### src/rtl/pulse_meter_pkg.sv
// Shared types for the pulse interval meter.
package pulse_meter_pkg;

    typedef enum logic [1:0] {
        IDLE    = 2'd0,
        MEASURE = 2'd1,
        STALLED = 2'd2
    } meter_state_t;

endpackage

### src/rtl/pulse_sync_edge.sv
// Two-flop synchronizer followed by a rising-edge detector for an asynchronous pulse level.
module pulse_sync_edge (
    input  logic clk,
    input  logic reset_n,
    input  logic async_in,
    output logic strobe
);

    logic meta_r;
    logic sync_r;
    logic prev_r;

    // Synchronizer chain plus one delayed copy for edge detection
    always_ff @(posedge clk or negedge reset_n) begin
        if (!reset_n) begin
            meta_r <= 1'b0;
            sync_r <= 1'b0;
            prev_r <= 1'b0;
        end else begin
            meta_r <= async_in;
            sync_r <= meta_r;
            prev_r <= sync_r;
        end
    end

    assign strobe = sync_r & ~prev_r;

endmodule

### src/rtl/pulse_interval_meter.sv
// Measures clk cycles between strobes on pulse_in and flags missing pulses with a timeout.
// Define PULSE_SYNC_EN to treat pulse_in as an asynchronous level (synchronized, rising edge).
module pulse_interval_meter
    import pulse_meter_pkg::*;
#(
    parameter int WIDTH   = 16,
    parameter int TIMEOUT = 50000
) (
    input  logic             clk,
    input  logic             reset_n,
    input  logic             enable,
    input  logic             pulse_in,
    output logic [WIDTH-1:0] period,
    output logic             period_valid,
    output logic             timeout
);

    localparam logic [WIDTH-1:0] TIMEOUT_C = WIDTH'(TIMEOUT);
    localparam logic [WIDTH-1:0] ONE_C     = {{(WIDTH-1){1'b0}}, 1'b1};
    localparam logic [WIDTH-1:0] ZERO_C    = {WIDTH{1'b0}};

    if ((TIMEOUT < 1) || (TIMEOUT > ((2 ** WIDTH) - 1))) begin : g_timeout_range
        $error("pulse_interval_meter: TIMEOUT must lie in 1 .. 2**WIDTH-1");
    end

    logic strobe_s;

`ifdef PULSE_SYNC_EN
    pulse_sync_edge u_sync (
        .clk      (clk),
        .reset_n  (reset_n),
        .async_in (pulse_in),
        .strobe   (strobe_s)
    );
`else
    assign strobe_s = pulse_in;
`endif

    meter_state_t     state_r;
    meter_state_t     state_nx_s;
    logic [WIDTH-1:0] count_r;
    logic [WIDTH-1:0] count_nx_s;
    logic [WIDTH-1:0] period_r;
    logic [WIDTH-1:0] period_nx_s;
    logic             valid_r;
    logic             valid_nx_s;
    logic             timeout_r;
    logic             timeout_nx_s;

    // Next-state, counter and output computation
    always_comb begin
        state_nx_s   = state_r;
        count_nx_s   = count_r;
        period_nx_s  = period_r;
        valid_nx_s   = 1'b0;
        timeout_nx_s = timeout_r;
        if (!enable) begin
            state_nx_s   = IDLE;
            count_nx_s   = ZERO_C;
            timeout_nx_s = 1'b0;
        end else begin
            case (state_r)
                IDLE: begin
                    if (strobe_s) begin
                        state_nx_s = MEASURE;
                        count_nx_s = ONE_C;
                    end else begin
                        state_nx_s = IDLE;
                    end
                end
                MEASURE: begin
                    // A strobe on the timeout cycle still counts as a valid interval
                    if (strobe_s) begin
                        period_nx_s = count_r;
                        valid_nx_s  = 1'b1;
                        count_nx_s  = ONE_C;
                    end else if (count_r == TIMEOUT_C) begin
                        state_nx_s   = STALLED;
                        timeout_nx_s = 1'b1;
                    end else begin
                        count_nx_s = count_r + ONE_C;
                    end
                end
                STALLED: begin
                    // Interval since the last pulse is unknown, so no period is reported
                    if (strobe_s) begin
                        state_nx_s   = MEASURE;
                        count_nx_s   = ONE_C;
                        timeout_nx_s = 1'b0;
                    end else begin
                        state_nx_s = STALLED;
                    end
                end
                default: begin
                    state_nx_s   = IDLE;
                    count_nx_s   = ZERO_C;
                    timeout_nx_s = 1'b0;
                end
            endcase
        end
    end

    // State, counter and output registers
    always_ff @(posedge clk or negedge reset_n) begin
        if (!reset_n) begin
            state_r   <= IDLE;
            count_r   <= ZERO_C;
            period_r  <= ZERO_C;
            valid_r   <= 1'b0;
            timeout_r <= 1'b0;
        end else begin
            state_r   <= state_nx_s;
            count_r   <= count_nx_s;
            period_r  <= period_nx_s;
            valid_r   <= valid_nx_s;
            timeout_r <= timeout_nx_s;
        end
    end

    assign period       = period_r;
    assign period_valid = valid_r;
    assign timeout      = timeout_r;

endmodule

### config.mk
export PLATFORM = sky130hd
export DESIGN_NAME = pulse_interval_meter
export DESIGN_NICKNAME = d
export VERILOG_FILES = /design/src/rtl/pulse_meter_pkg.sv /design/src/rtl/pulse_sync_edge.sv /design/src/rtl/pulse_interval_meter.sv
export SDC_FILE = /design/constraint.sdc
export NUM_CORES = 1
export LEC_CHECK = 0
export ABC_CLOCK_PERIOD_IN_PS = 2650
export CORE_UTILIZATION = 55
export CTS_BUF_LIST = sky130_fd_sc_hd__clkbuf_4
export CTS_CLUSTER_DIAMETER = 80
export CTS_CLUSTER_SIZE = 8
export DETAILED_ROUTE_END_ITERATION = 16
export GPL_ROUTABILITY_DRIVEN = 0
export MAX_ROUTING_LAYER = met4
export PLACE_DENSITY = 0.78
export SYNTH_ARGS = -nofsm -noshare
export SYNTH_HDL_FRONTEND = slang
export SYNTH_SLANG_ARGS = --single-unit
### constraint.sdc
create_clock -name clk -period 2.65 [get_ports clk]
set_clock_uncertainty 0.05 [all_clocks]
set_input_delay 0.6625 -clock clk [delete_from_list [all_inputs] [get_ports clk]]
set_output_delay 0.6625 -clock clk [all_outputs]
set_load 0.02 [all_outputs]
* Word-level counts from Yosys, hierarchy flattened
Cells that the tools add are included.
W data, S select, Z words.
** Operators by class
- Add/sub/neg operators :: 1
- Equal/unequal tests :: 9
- Mux-type cells :: 19
- Reduce and logical (&&, ||, !) cells :: 6
** Operator list (count)
- $mux W16 :: 4
- $pmux W16 S2 :: 1
- $add A16 B1 Y16 const B :: 1
- $eq A16 B16 Y1 const B :: 1
- $ne A3 B3 Y1 const B :: 3
- $mux W1 :: 8
- $mux W2 :: 4
- $pmux W2 S3 :: 1
- $ne A4 B4 Y1 const B :: 1
- $reduce_and A2 Y1 :: 2
- $reduce_and A4 Y1 :: 1
- $ne A3 B2 Y1 const B :: 1
- $pmux W1 S3 :: 1
- $reduce_and A3 Y1 :: 1
- $eq A2 B1 Y1 const B :: 1
- $eq A2 B2 Y1 const B :: 1
- $logic_not A2 Y1 :: 1
- $ne A2 B2 Y1 const B :: 1
- $reduce_or A2 Y1 :: 1
** Word-level totals
- Bits in registers :: 36
- Output and inout bits :: 18

* Longest topological paths before layout
Gate-level depths: netlist of the first run.
- Depth after elaboration :: 5
- Depth in mapped cells :: 7

* Worst setup path before layout of the first run
OpenSTA, ideal clock, no wires.
- Path kind :: input port to flip-flop
- Start point :: in pulse_in
- End point :: reg count_r[12]
- Arrival time :: 1.961 ns
- Data required time :: 2.522 ns
- Path slack :: 0.561 ns
- Cell stages on the path :: 6
- Buffers on the path :: 2
- Path through :: buf_6 nor3b_1 or4b_1 clkbuf_1 or3_1 a21oi_1
** Between the ends
- Word-level cells in the longest chain between the ends :: 3
- Elaborated cells between the ends (all ways) :: 6
- Classes of those cells :: 2 x eq/ne; 3 x mux; 1 x reduce/logical
** RTL lines
- start, declared :: line pulse_interval_meter.sv:12 : input logic pulse_in,
- $mux W16 :: line pulse_interval_meter.sv:73 : if (strobe_s) begin
- $pmux W16 S2 :: line pulse_interval_meter.sv:62 : case (state_r)
- $mux W16 :: line pulse_interval_meter.sv:57 : if (!enable) begin
- end signal, assigned :: line pulse_interval_meter.sv:113 : count_r <= count_nx_s;
- end, declared :: line pulse_interval_meter.sv:41 : logic [WIDTH-1:0] count_r;
Parallel ways exist; a longest one is shown, timed or not.
A chain may end at the register's enable or synchronous reset.

* Worst setup path in the final report of the first run
- Start point :: in enable
- End point :: reg count_r[13]
** Between the ends
- Word-level cells in the longest chain between the ends :: 2
- Elaborated cells between the ends (all ways) :: 4
- Classes of those cells :: 2 x eq/ne; 1 x mux; 1 x reduce/logical
** RTL lines
- start, declared :: line pulse_interval_meter.sv:11 : input logic enable,
- $ne A4 B4 Y1 (no line) or $ne A3 B2 Y1 (tied branches)
- $reduce_and A2 Y1 (no line)
Parallel ways exist; a longest one is shown, timed or not.

==> impl_metrics.env, run 1 <==
export IMPL_synthCells=154
export IMPL_final_core_util_pct=71.5
export IMPL_rsz0062_at_grt="no"
export IMPL_required_ps=2860
export IMPL_slew_viol_final=0
export IMPL_initial_utilization_pct=60.1
export IMPL_avgSynthCellArea_um2=11.1
export IMPL_die_area_um2=3350
export IMPL_post_route_drc_count=1
export IMPL_hpwl_mm=2.33
export IMPL_syn_cell_area_um2=1720
export IMPL_status="finished, violations left"
export IMPL_maxUsedRoutingLayer="met4"
export IMPL_num_vias=1291
export IMPL_avgRoutedWirePerCell_um=15.7
export IMPL_grt_pass1_wl_mm=5.46
export IMPL_wl_met2_mm=1.56
export IMPL_ys_ff_latch=36
export IMPL_critPathLaunchType="input port"
export IMPL_ir_worst_vdd_mv=0.386
export IMPL_period_minus_slack_ps=2270
export IMPL_clock_root_buffer="clkbuf_4"
export IMPL_grtUsageTotal_pct=22.8
export IMPL_yosys_warnings=0
export IMPL_period_share_pct=85.7
export IMPL_tns_ps=0
export IMPL_p_leak_nw=0.861
export IMPL_antenna_found_initial=0
export IMPL_finalHoldViolCount=0
export IMPL_synth_edf_count=0
export IMPL_hold_path_class="reg -> reg"
export IMPL_clkTransAtPathRegs_ps=100
export IMPL_n_antenna_cell=0
export IMPL_post_dp_cell_area_um2=1960
export IMPL_syn_nets=160
export IMPL_final_cell_mix="dfrtp_1, clkdlybuf4s50_1, mux2_2, o21ai_0, a21oi_1"
export IMPL_cap_violations=0
export IMPL_nets=186
export IMPL_viasPerCell=6.09
export IMPL_grt_overflow=0
export IMPL_max_freq_mhz=440
export IMPL_cts_htree_levels=2
export IMPL_clk_latency_ps=340
export IMPL_clock_sinks=36
export IMPL_drt_met1_wl_mm=1.57
export IMPL_drive_gt1_share_pct=19.3
export IMPL_cts_buffer_depth=2
export IMPL_async_reset_ff_share_pct=100
export IMPL_die_x_um=57.8
export IMPL_drtAntennaViolNets=0
export IMPL_cp_end_kind="flip-flop"
export IMPL_crit_type="in -> reg"
export IMPL_grt_pass1_vias=1214
export IMPL_synth_cell_types=37
export IMPL_worstPathArrival_ps=2480
export IMPL_cts_tree="built"
export IMPL_powerDensity_nw_per_um2=502
export IMPL_cts_setup_buffers=0
export IMPL_holdBufCountCts=0
export IMPL_path_max_fanout=8
export IMPL_pre_cts_ws_ps=47.9
export IMPL_firstDrtPassIters=10
export IMPL_report_power_total_w=0.00102
export IMPL_wirelength_mm=3.32
export IMPL_failed_checks="design-rule violations"
export IMPL_cts_repair_resized=0
export IMPL_slew_headroom_pct=65.3
export IMPL_ys_seq_area_share_pct=52.5
export IMPL_route_met3_wl_um=116
export IMPL_finalInstanceArea_um2=2040
export IMPL_timing_final_ws_setup_ps=378
export IMPL_setup_viol=0
export IMPL_tightest_slew_ps=515
export IMPL_rows=19
export IMPL_synthToLayoutAreaGrowth_pct=18.9
export IMPL_die_h_um=57.8
export IMPL_numCtsBuffers=5
export IMPL_drt_initial_drc_count=75
export IMPL_layout_commonest_cell="dfrtp_1"
export IMPL_io_buffers=21
export IMPL_synth_ff_type="dfrtp_1"
export IMPL_grt_max_degree=37
export IMPL_core_area_um2=2850
export IMPL_io_pins=22
[synth_stat cells (all sizes together), types with 2 or more instances]
| library cell | count | area [um2] |
|---|---|---|
| nor4b | 2 | 17.5 |
| nor3 | 3 | 20.0 |
| inv | 6 | 22.5 |
| buf | 4 | 35.0 |
| or3 | 8 | 50.1 |
| a21oi | 10 | 50.1 |
| ha | 2 | 25.0 |
| xnor2 | 4 | 35.0 |
| nor2 | 9 | 33.8 |
| dfrtp | 36 | 901 |
| clkbuf | 4 | 15.0 |
| nand4bb | 2 | 22.5 |
| o21ai | 13 | 65.1 |
| nand4 | 4 | 25.0 |
| or4b | 3 | 33.8 |
| mux2 | 16 | 180 |
| nand2 | 7 | 26.3 |
| nand3 | 6 | 30.0 |
[stage by stage]
step / hold slack, ps / cells
after floorplan: 317 / 154
after global placement: 437 / 204
after detailed placement: 444 / 204
after CTS: 468 / 212
after global routing: 484 / 212
final: 465 / 212
[critical path: stages]
cell and delay [ps]:
clkdlybuf4s50_1 420, nor3b_1 180, or4b_1 670, or3_1 390, a21oi_1 160
[routing by layer]
metal,vias up,GRT usage (%)
met5,-,-
met1,645,29.5
li1,604,-
met4,0,14.6
met2,34,32.7
met3,8,4.69
[sequential cells by signal, summed over array words and instances, names as in the netlist]
register      count
count_r          16
period           16
period_valid      1
state_r           2
timeout           1
[final timing paths]
path | from | end | slack (ps) | cells after the start
max in group asynchronous | reset_n | period[15] | 1550 | 2
hold reg to reg | period[7] | period[7] | 470 | 1
min in group asynchronous | reset_n | count_r[10] | 670 | 2
setup reg to reg | count_r[0] | count_r[14] | 500 | 5
setup / recovery | enable | count_r[13] | 380 | 5
hold / removal | period[7] | period[7] | 470 | 1
[where the power goes]
| part | internal [W] | leakage [nW] | switching (W) |
|---|---|---|---|
| Clock | 0.000208 | 0.0456 | 0.000180 |
| Combinational | 0.0000300 | 0.318 | 0.0000400 |
| Sequential | 0.000557 | 0.498 | 0.00000906 |
| Total | 0.000795 | 0.861 | 0.000229 |
[cell families after synthesis]
| kind of cell | count (synthesis) | synth area share (%) |
|---|---|---|
| AND/OR/NAND/NOR | 53 | 19.3 |
| flip-flops | 36 | 52.5 |
| AO/OA/AOI/OAI | 28 | 9.48 |
| multiplexers | 16 | 10.5 |
| buffers and inverters | 14 | 4.23 |
| XOR/XNOR | 5 | 2.55 |
| adder cells (fa/ha/maj) | 2 | 1.46 |
[layout make-up]
class	instances	area, um2
sequential	36	901
tap	31	38.8
clock buffer	6	45.0
timing repair buffer	27	255
inverter	6	22.5
multi-input combinational	104	742
clock inverter	2	35.0
fill	217	813
Power figures use the tool's default switching activity.
==> inputs of run 2 (changes only) <==
CORE_MARGIN = 5   (was unset)
==> impl_metrics.env, run 2 (synthesized netlist as in run 1, its figures left out) <==
export IMPL_status="completed"
export IMPL_regArea_um2=901
export IMPL_powerDensity_nw_per_um2=443
export IMPL_post_route_drc_count=0
export IMPL_grt_pass1_wl_mm=5.78
export IMPL_num_vias=1250
export IMPL_viasPerCell=5.58
export IMPL_synthToLayoutAreaGrowth_pct=17.8
export IMPL_rr_startpoint="count_r[0]"
export IMPL_drt_initial_drc_count=36
export IMPL_io_pins=22
export IMPL_report_power_total_w=0.000896
export IMPL_required_ps=2860
export IMPL_min_path_cells=1
export IMPL_crit_path_max_incr_delay_ps=650
export IMPL_worstPathArrival_ps=2450
export IMPL_cts_setup_buffers=0
export IMPL_rows=20
export IMPL_die_x_um=65.8
export IMPL_critPathLaunchType="input port"
export IMPL_die_h_um=65.8
export IMPL_p_leak_nw=0.842
export IMPL_finalInstanceArea_um2=2020
export IMPL_die_area_um2=4340
export IMPL_crit_buf_inv=1
export IMPL_antenna_found_initial=0
export IMPL_cts_repair_resized=0
export IMPL_cp_end_kind="flip-flop"
export IMPL_n_antenna_cell=0
export IMPL_max_freq_mhz=446
export IMPL_finalHoldViolCount=0
export IMPL_cts_buffer_depth=2
export IMPL_period_share_pct=84.5
export IMPL_cap_violations=0
export IMPL_multiInputGateArea_um2=742
export IMPL_rrSetupSlack_ps=530
export IMPL_tightest_slew_ps=449
export IMPL_numCtsBuffers=5
export IMPL_grt_overflow=0
export IMPL_grt_pass1_vias=1271
export IMPL_slew_viol_final=0
export IMPL_hpwl_mm=2.33
export IMPL_post_dp_cell_area_um2=1980
export IMPL_grtUsageTotal_pct=18.1
export IMPL_tns_ps=0
export IMPL_io_buffers=21
export IMPL_rsz0062_at_grt="no"
export IMPL_clock_root_buffer="clkbuf_4"
export IMPL_fill_cells=240
export IMPL_hold_path_class="reg -> reg"
export IMPL_drive_gt1_share_pct=17.8
export IMPL_grt_max_degree=37
export IMPL_crit_type="in -> reg"
export IMPL_period_minus_slack_ps=2240
export IMPL_initial_utilization_pct=56.7
export IMPL_avgRoutedWirePerCell_um=14.5
export IMPL_cp_slowest_cell="or4b_1"
export IMPL_r2r_end="count_r[12]"
export IMPL_worstHoldStart="period[8]"
export IMPL_path_max_fanout=7
export IMPL_crit_family="simple AND/OR/NAND/NOR gates"
export IMPL_nets=186
export IMPL_slew_headroom_pct=69.8
export IMPL_min_to="period[8]"
export IMPL_cp_cell_sequence="clkdlybuf4s50_1 > nor3b_1 > or4b_1 > or3_1 > a21oi_1"
export IMPL_reg2reg_depth=5
export IMPL_holdBufCountCts=0
export IMPL_clock_sinks=36
export IMPL_final_cell_mix="dfrtp_1, clkdlybuf4s50_1, mux2_2, o21ai_0, a21oi_1"
export IMPL_cts_tree="built"
export IMPL_wirelength_mm=3.24
export IMPL_clkTransAtPathRegs_ps=100
export IMPL_cts_htree_levels=2
export IMPL_drtAntennaViolNets=0
export IMPL_setup_viol=0
export IMPL_ir_worst_vdd_mv=0.334
export IMPL_firstDrtPassIters=4
export IMPL_clk_latency_ps=330
export IMPL_core_area_um2=3030
export IMPL_layout_commonest_cell="dfrtp_1"
[run 2: cell count changes in the layout (fill, tap and decap cells not counted)]
cell and change:
clkbuf_4 -1, clkinv_1 +2, clkinv_2 -1, bufinv_16 -1
[run 2: metal layers]
metal | wire (um) | global-route usage [%]
met5 | 0 | -
met4 | 64 | 6.99
met3 | 164 | 5.78
met2 | 1460 | 27.3
met1 | 1550 | 22.8
[run 2: area by class of cell]
cell class / count / share of cell area (%)
Sequential cell: 36 / 44.6
Multi-Input combinational cell: 104 / 36.7
Timing Repair Buffer: 27 / 12.6
Tap cell: 44 / 2.72
Clock buffer: 5 / 1.86
Inverter: 6 / 1.11
Clock inverter: 2 / 0.372
[run 2: where the power goes]
| group | internal (W) | total [W] | switching (W) |
|---|---|---|---|
| sequential | 0.000557 | 0.000565 | 0.00000857 |
| clock | 0.0000926 | 0.000261 | 0.000168 |
| combinational | 0.0000299 | 0.0000702 | 0.0000403 |
[run 2: how the worst max path moves through the flow]
stage / endpoint / slack, ps / depth (start not counted) / startpoint
4_1_cts: count_r[14] / 430 / 5 / enable
6_report: count_r[12] / 410 / 5 / enable
5_1_grt: count_r[14] / 320 / 5 / enable
3_3_place_gp: count_r[13] / 90 / 5 / enable
2_1_floorplan: count_r[12] / 560 / 6 / pulse_in
3_5_place_dp: count_r[14] / 70 / 5 / enable
[run 2: per-stage QoR]
stage | instances | hold WS (ps) | setup slack, ps | util [%]
3_3_place_gp | 217 | 438 | 94.0 | 65.2
2_1_floorplan | 154 | 317 | 561 | -
6_report | 224 | 460 | 410 | 66.7
3_5_place_dp | 217 | 444 | 66.8 | 65.2
4_1_cts | 224 | 468 | 427 | 66.7
5_1_grt | 224 | 488 | 325 | 66.7
